===== config.mk =====
export PLATFORM = sky130hd
export DESIGN_NAME = acc_req_arbiter
export DESIGN_NICKNAME = d
export VERILOG_FILES = /design/src/rtl/acc_req_arbiter.sv
export SDC_FILE = /design/constraint.sdc
export NUM_CORES = 1
export LEC_CHECK = 0
export ABC_CLOCK_PERIOD_IN_PS = 4300
export CAP_MARGIN = 0
export CORE_AREA = 2 2 133 135
export CTS_CLUSTER_SIZE = 12
export DETAILED_ROUTE_END_ITERATION = 16
export DIE_AREA = 0 0 135 137
export GPL_TIMING_DRIVEN = 0
export SLEW_MARGIN = 25
export SYNTH_ARGS = -nofsm -noshare
export SYNTH_HDL_FRONTEND = slang
export SYNTH_SLANG_ARGS = --single-unit

===== constraint.sdc =====
create_clock -name clk_i -period 4.3 [get_ports clk_i]
set_input_delay 0.645 -clock clk_i [delete_from_list [all_inputs] [get_ports clk_i]]
set_output_delay 0.645 -clock clk_i [all_outputs]
set_load 0.01 [all_outputs]

===== src/rtl/acc_req_arbiter.sv =====
// acc_req_arbiter: round-robin, grant-locked sharing of one accelerator port
// with an in-order ID FIFO that routes responses back to their issuers.
module acc_req_arbiter #(
  parameter int NumReq         = 2,
  parameter int MaxOutstanding = 4,
  parameter int ReqWidth       = 64,
  parameter int RespWidth      = 64
) (
  input  logic                                  clk_i,
  input  logic                                  rst_i,
  input  logic [NumReq-1:0]                     req_valid_i,
  output logic [NumReq-1:0]                     req_ready_o,
  input  logic [NumReq*ReqWidth-1:0]            req_data_i,
  output logic                                  acc_req_valid_o,
  input  logic                                  acc_req_ready_i,
  output logic [ReqWidth-1:0]                   acc_req_o,
  input  logic                                  acc_resp_valid_i,
  output logic                                  acc_resp_ready_o,
  input  logic [RespWidth-1:0]                  acc_resp_i,
  output logic [NumReq-1:0]                     resp_valid_o,
  input  logic [NumReq-1:0]                     resp_ready_i,
  output logic [RespWidth-1:0]                  resp_data_o,
  output logic [$clog2(MaxOutstanding+1)-1:0]   outstanding_o,
  output logic                                  spurious_o
);
  localparam int IdxW = $clog2(NumReq);
  localparam int CntW = $clog2(MaxOutstanding+1);
  localparam int PtrW = MaxOutstanding > 1 ? $clog2(MaxOutstanding) : 1;

  logic [IdxW-1:0] r_rr_ptr, r_lock_idx, w_grant, w_head;
  logic            r_lock, r_spurious;
  logic [IdxW-1:0] r_fifo [MaxOutstanding];
  logic [PtrW-1:0] r_rd, r_wr;
  logic [CntW-1:0] r_cnt;
  logic            w_full, w_empty, w_push, w_pop;

  function automatic logic [IdxW-1:0] wrap_idx(input int v);
    return IdxW'(v >= NumReq ? v - NumReq : v);
  endfunction

  function automatic logic [PtrW-1:0] ptr_inc(input logic [PtrW-1:0] p);
    return (int'(p) == MaxOutstanding - 1) ? '0 : p + 1'b1;
  endfunction

  // Highest k is visited first so the nearest valid requester from rr_ptr wins.
  always_comb begin
    w_grant = r_rr_ptr;
    for (int k = NumReq - 1; k >= 0; k--)
      if (req_valid_i[wrap_idx(int'(r_rr_ptr) + k)]) w_grant = wrap_idx(int'(r_rr_ptr) + k);
    if (r_lock) w_grant = r_lock_idx;
  end

  assign w_full           = r_cnt == CntW'(MaxOutstanding);
  assign w_empty          = r_cnt == '0;
  assign w_head           = r_fifo[r_rd];
  assign acc_req_valid_o  = !rst_i && |req_valid_i && req_valid_i[w_grant] && !w_full;
  assign acc_req_o        = req_data_i[w_grant*ReqWidth +: ReqWidth];
  assign w_push           = acc_req_valid_o && acc_req_ready_i;
  assign req_ready_o      = w_push ? NumReq'(1) << w_grant : '0;
  assign resp_valid_o     = (!rst_i && acc_resp_valid_i && !w_empty) ? NumReq'(1) << w_head : '0;
  assign acc_resp_ready_o = !rst_i && !w_empty && resp_ready_i[w_head];
  assign w_pop            = acc_resp_valid_i && acc_resp_ready_o;
  assign resp_data_o      = acc_resp_i;
  assign outstanding_o    = rst_i ? '0 : r_cnt;
  assign spurious_o       = !rst_i && r_spurious;

  always_ff @(posedge clk_i) begin
    if (rst_i) begin
      r_rr_ptr   <= '0;
      r_lock     <= 1'b0;
      r_lock_idx <= '0;
      r_rd       <= '0;
      r_wr       <= '0;
      r_cnt      <= '0;
      r_spurious <= 1'b0;
    end else begin
      if (w_push) begin
        r_fifo[r_wr] <= w_grant;
        r_wr         <= ptr_inc(r_wr);
        r_rr_ptr     <= wrap_idx(int'(w_grant) + 1);
        r_lock       <= 1'b0;
      end else if (acc_req_valid_o) begin
        r_lock     <= 1'b1;
        r_lock_idx <= w_grant;
      end
      if (w_pop) r_rd <= ptr_inc(r_rd);
      r_cnt <= r_cnt + CntW'(w_push) - CntW'(w_pop);
      if (acc_resp_valid_i && w_empty) r_spurious <= 1'b1;
    end
  end
endmodule


==> Yosys cells after proc, flatten, opt, wreduce, memory -nomap -nowiden <==
Memories as Yosys holds them, arrays and structs flattened. A register that Yosys moved wholly into a read port is not among the register bits.
Index checks and enable logic that the tools add are counted.
{ "totals": {"latchBits": 0, "ff_bits": 11, "romBits": 0, "mem_bits_rw": 4, "in_bits": 200, "out_inout_bits": 138, "n_memories": 1} }
{ "classes": {"n_div": 0, "shifts": 3, "add_sub_neg": 9, "n_eq_ne": 3, "bitwise": 1, "reduce_logical": 18, "multipliers": 0, "muxes": 24, "magnitude_cmp": 7} }
{ "mem_list": {"columns": ["name", "words", "width", "read_ports", "rd_clocked_by_memory_dff", "write_ports", "line", "text"], "rows": [
  ["r_fifo", 4, 1, 1, 1, 1, "32", "logic [IdxW-1:0] r_fifo [MaxOutstanding];"]
]} }
{ "ops": {"columns": ["cell", "n"], "rows": [
  ["128-bit by 8-bit indexed part select with 64-bit output", 1],
  ["1-bit 2-to-1 mux", 17],
  ["2-bit 2-to-1 mux", 6],
  ["1-bit logical AND", 11],
  ["1-bit by 2-bit less-than comparator with 1-bit output (second input constant)", 4],
  ["1-bit by 1-bit adder with 2-bit output (second input constant)", 2],
  ["2-bit by 1-bit adder with 2-bit output (second input constant)", 2],
  ["2-bit by 1-bit equality test with 1-bit output (second input constant)", 2],
  ["2-bit >= comparator (second input constant)", 2],
  ["2-bit OR reduction", 2],
  ["1-bit by 1-bit << shifter with 2-bit output (first input constant)", 2],
  ["3-bit by 1-bit adder with 3-bit output", 1],
  ["3-bit equality test (second input constant)", 1],
  ["1-bit zero test", 3],
  ["3-bit zero test", 1],
  ["3-bit 2-to-1 mux", 1],
  ["1-bit subtractor (second input constant)", 3],
  ["3-bit by 1-bit subtractor with 3-bit output", 1],
  ["1-bit by 2-bit >= comparator with 1-bit output (second input constant)", 1],
  ["2-bit AND reduction", 1],
  ["1-bit inverter", 1]
]} }

==> Logic depth before layout (Yosys ltp) <==
{ "depth": {"word_depth": 16, "depth_mapped": 10} }

==> Worst setup path after synthesis <==
OpenSTA, ideal clock, no wires.
{ "synth_timing": {"path_kind": "input-to-reg", "start": "in req_valid_i[0]", "end": "reg r_cnt[2]", "path_buffers": 0, "setup_time_ps": 128, "slack_ps": 1775, "required_time_ps": 4172, "path_stages": 10, "t_arrival_ps": 2397, "path_cell_list": "or3b_1 o2111ai_1 nor2_1 xor2_1 ha_1 inv_1 fa_1 xor2_1 xnor2_1 nor2_1"} }
{ "synth_between": {"elab_chain_cells": 12, "word_cells_on_any_way": 16} }
{ "synth_lines": {"columns": ["item", "line", "text"], "rows": [
  ["from (decl)", "11", "input logic [NumReq-1:0] req_valid_i,"],
  ["1-bit 2-to-1 mux (implied by the code) (2 in series)", "49", "if (req_valid_i[wrap_idx(int'(r_rr_ptr) + k)]) w_grant = wrap_idx(int'(r_rr_ptr) + k);"],
  ["1-bit 2-to-1 mux (2 in series)", "49", null],
  ["1-bit 2-to-1 mux", "50", "if (r_lock) w_grant = r_lock_idx;"],
  ["1-bit 2-to-1 mux (implied by the code) (2 in series)", "56", "assign acc_req_valid_o = !rst_i && |req_valid_i && req_valid_i[w_grant] && !w_full;"],
  ["1-bit logical AND * (2 in series)", "56", null],
  ["1-bit logical AND *", "58", "assign w_push = acc_req_valid_o && acc_req_ready_i;"],
  ["3-bit by 1-bit adder with 3-bit output *", "87", "r_cnt <= r_cnt + CntW'(w_push) - CntW'(w_pop);"],
  ["3-bit by 1-bit subtractor with 3-bit output *", "87", null],
  ["to (signal assigned)", "87", null],
  ["to (decl)", "34", "logic [CntW-1:0] r_cnt;"]
]} }
Every way passes the cells marked *; elsewhere a longest branch is shown, timed or not. The select of a mux whose other input is x is not followed.
A chain may end at the register's enable or synchronous reset.

==> Worst setup path in the final report <==
{ "layout_timing": {"start": "in req_valid_i[1]", "end": "out acc_req_o[39]"} }
{ "layout_between": {"elab_chain_cells": 6, "word_cells_on_any_way": 8} }
{ "layout_lines": {"columns": ["item", "line", "text"], "rows": [
  ["1-bit 2-to-1 mux (implied by the code) (2 in series)", "49", null],
  ["1-bit 2-to-1 mux", "49", null],
  ["1-bit 2-to-1 mux *", "49", null],
  ["1-bit 2-to-1 mux *", "50", null],
  ["net w_grant", "30", "logic [IdxW-1:0] r_rr_ptr, r_lock_idx, w_grant, w_head;"],
  ["128-bit by 8-bit indexed part select with 64-bit output *", "57", "assign acc_req_o = req_data_i[w_grant*ReqWidth +: ReqWidth];"],
  ["to (decl)", "16", "output logic [ReqWidth-1:0] acc_req_o,"]
]} }
The timed path passes the listed nets; every way through them passes the cells marked *. The select of a mux whose other input is x is not followed.

==> metrics.md <==
| Metric | Value |
|---|---|
| Critical Path Start Type | `input port` |
| RSZ-0062 raised after global routing | `no` |
| Most used DFF post-synth | `dfxtp_1` |
| Ports | `338` |
| Number of max-cap violations | `0` |
| Clk_lat worst skew | `0.24 ns` |
| Worst Min Path Start | `r_spurious` |
| Die X | `135 um` |
| Initial antenna violation count | `0` |
| Worst reg2reg path startpoint | `r_fifo[3]` |
| Clk sinks | `17` |
| Lkg Pwr | `2.050 nW` |
| Total gr overflow | `0` |
| GRT Resource Usage Total | `0.1012` |
| Syn Area/Cell | `9.648 um2` |
| Final hold vios | `0` |
| Final design utilization | `0.3047` |
| Adder-Cell Fraction of Synth Area | `0.04521` |
| Top-count cell post-synth | `buf_4` |
| CTS Buf Count | `3` |
| Layout cells sized above 1 | `0.2566` |
| R2r setup slk | `1.76 ns` |
| Ys async rst share | `0` |
| Routed vias/inst | `3.551` |
| Setup crit end kind | `output pin` |
| Worst Hold End | `r_spurious` |
| Synth Net Count | `425` |
| Nets | `703` |
| Post-synth top area cell | `mux2_2` |
| Peak Freq | `259.5 MHz` |
| Status | `complete, no violations` |
| Vias in the first global route | `2669` |
| Compound-cell area share of the yosys netlist | `0.04283` |
| Hold Worst Slack | `0.4844 ns` |
| Cell Area, Synth | `2103 um2` |
| Switch share | `0.3123` |
| Core Area | `17060 um2` |
| Final setup viols | `0` |
| Wire length per cell | `14.95 um` |
| Most frequent cells after synthesis | `buf_4 (66), mux2_2 (47), mux2_1 (17)` |
| Post-DRT Antenna Nets | `0` |
| Comb power frac | `0.671` |
| Worst IR Drop VDD | `0.1238 mV` |
| Root cell of the clock tree | `clkbuf_16` |
| Main combinational cell family by area after synthesis | `multiplexers` |
| P_sw | `375.5 uW` |
| Worst path arrival time | `3.21 ns` |
| # H-tree levels | `1` |
| Rel. slew slack | `0.6586` |
| Reg-to-Reg End | `r_cnt[2]` |
| # DRC | `0` |
| Routability cong. | `0.6962` |
| Maximum number of pins on one net before global-route repair | `14` |
| Hold WC Path Type | `flip-flop to flip-flop` |
| Deepest clock path buffer count | `2` |
| Synth top area share | `0.2516` |
| Drt pass-1 iters | `4` |
| Setup bufs post-CTS | `0` |
| Initial DRC Count | `52` |
| Final WL | `10760 um` |
| R2r worst-path depth | `10` |
| Number of enable flip-flop cells after synthesis | `4` |
| Flops & latches, synth | `17` |
| CP required | `3.65 ns` |
| First-pass GRT wire length | `14610 um` |
| Simple-gate area share of the yosys netlist | `0.08566` |
| Hold depth | `2` |
| Post-route clock period utilization | `0.8962` |
| Resized cells post-CTS | `0` |
| Crit path max fanout | `13` |
| Clk pin slew, worst setup/hold paths | `0.05 ns` |
| Area contributors post-synth | `mux2_2 (25%), buf_4 (24%), dfxtp_1 (12%)` |
| Diodes inserted | `0` |
| Detailed placement HPWL | `9652 um` |
| Setup TNS | `0 ns` |
| Mapped Cells | `218` |
| Clock power share | `0.150` |
| Vias | `2557` |
| Reg power frac | `0.179` |
| Mux cell area share after synthesis | `0.3712` |
| Post-route minimum period | `3.854 ns` |
| PD cells | `231.4 nW/um2` |
| Starting Density | `0.1233` |
| Sequential-to-total area share from yosys stat | `0.1808` |
| Synth unique cells | `36` |
| Warning count from the yosys run | `0` |
| Xor/xnor share of the synthesized area | `0.01249` |
| CTS tree | `yes` |
| Hold Buf Count CTS | `0` |
| Die area | `18500 um2` |
| Die H | `137 um` |
| Final Max Tran Viols | `0` |
| Worst slew pin tran | `0.5091 ns` |
| Port bufs | `273` |
| Skew final | `0.004570 ns` |
| Row Count | `48` |
| Layout area overhead | `147.1%` |
| Worst setup path class | `input port to output pin` |
| Internal power | `826.7 uW` |
==> per-layer routing <==
layer	vias to the layer above	wire length, um	track usage
met3	6	704	0.01778
met1	1174	3998	0.1205
met5	-	0	0
met4	0	56	0.01389
li1	1242	-	-
met2	135	6002	0.1932
==> power groups by stage <==
stage | sequential [mW] | combinational, mW | clock, mW
2_1_floorplan | 0.212 | 0.370 | 0
3_3_place_gp | 0.216 | 0.807 | 0
3_5_place_dp | 0.219 | 0.814 | 0
4_1_cts | 0.216 | 0.821 | 0.187
5_1_grt | 0.219 | 0.865 | 0.192
6_report | 0.215 | 0.806 | 0.181
==> worst max-delay path by stage <==
stage                               end      startpoint  depth (start not counted)  slack, ns
after floorplan                r_cnt[2]  req_valid_i[0]                         10       1.77
after global placement    acc_req_o[26]  req_valid_i[1]                          7       0.36
after detailed placement  acc_req_o[39]  req_valid_i[1]                          7       0.31
after CTS                 acc_req_o[39]  req_valid_i[1]                          7       0.30
after global routing      acc_req_o[45]  req_valid_i[1]                          7       0.22
final                     acc_req_o[39]  req_valid_i[1]                          7       0.45
==> metrics by stage <==
step	total power, mW	instances	setup WS, ns	area (um2)
floorplan	0.5812	218	1.775	2103
global placement	1.023	716	0.3600	5117
detailed placement	1.033	716	0.3140	5117
CTS	1.224	720	0.3043	5196
global route	1.276	720	0.2159	5196
finish	1.202	720	0.4464	5196
==> worst max-delay path, cell delays in order <==
cell and delay, ns:
clkdlybuf4s50_1 0.55, nor2_1 0.08, o31ai_2 0.47, buf_2 0.35
buf_4 0.25, mux2_1 0.36, clkdlybuf4s50_1 0.49
==> final cells by class <==
class                   count  area (um2)
well taps                 225       281.5
multi-input cells         122        1172
flip-flops and latches     17       380.4
repair buffers            273        2733
inverters                   7       26.28
clock buffers               4       78.83
fillers                  1776       11860
plain buffers              72       524.3
==> kinds of logic after synthesis <==
| kind of cell | count (synthesis) |
|---|---|
| compound gates | 12 |
| fa+ha+maj | 7 |
| xor+xnor | 3 |
| buf+inv | 79 |
| simple gates | 33 |
| flops | 17 |
| mux | 67 |
==> layout by cell type (no fill, tap or decap), types with 3 or more instances in the layout <==
master / count
clkdlybuf4s50_1: 273
inv_1: 6
dfxtp_1: 13
nor3_1: 6
nor2_1: 8
mux2_1: 17
ha_1: 6
edfxtp_1: 4
nor2b_1: 6
clkbuf_16: 3
mux2_2: 47
buf_4: 66
buf_2: 5
and3_1: 5
No activity file was read; power rests on OpenSTA's default activity.
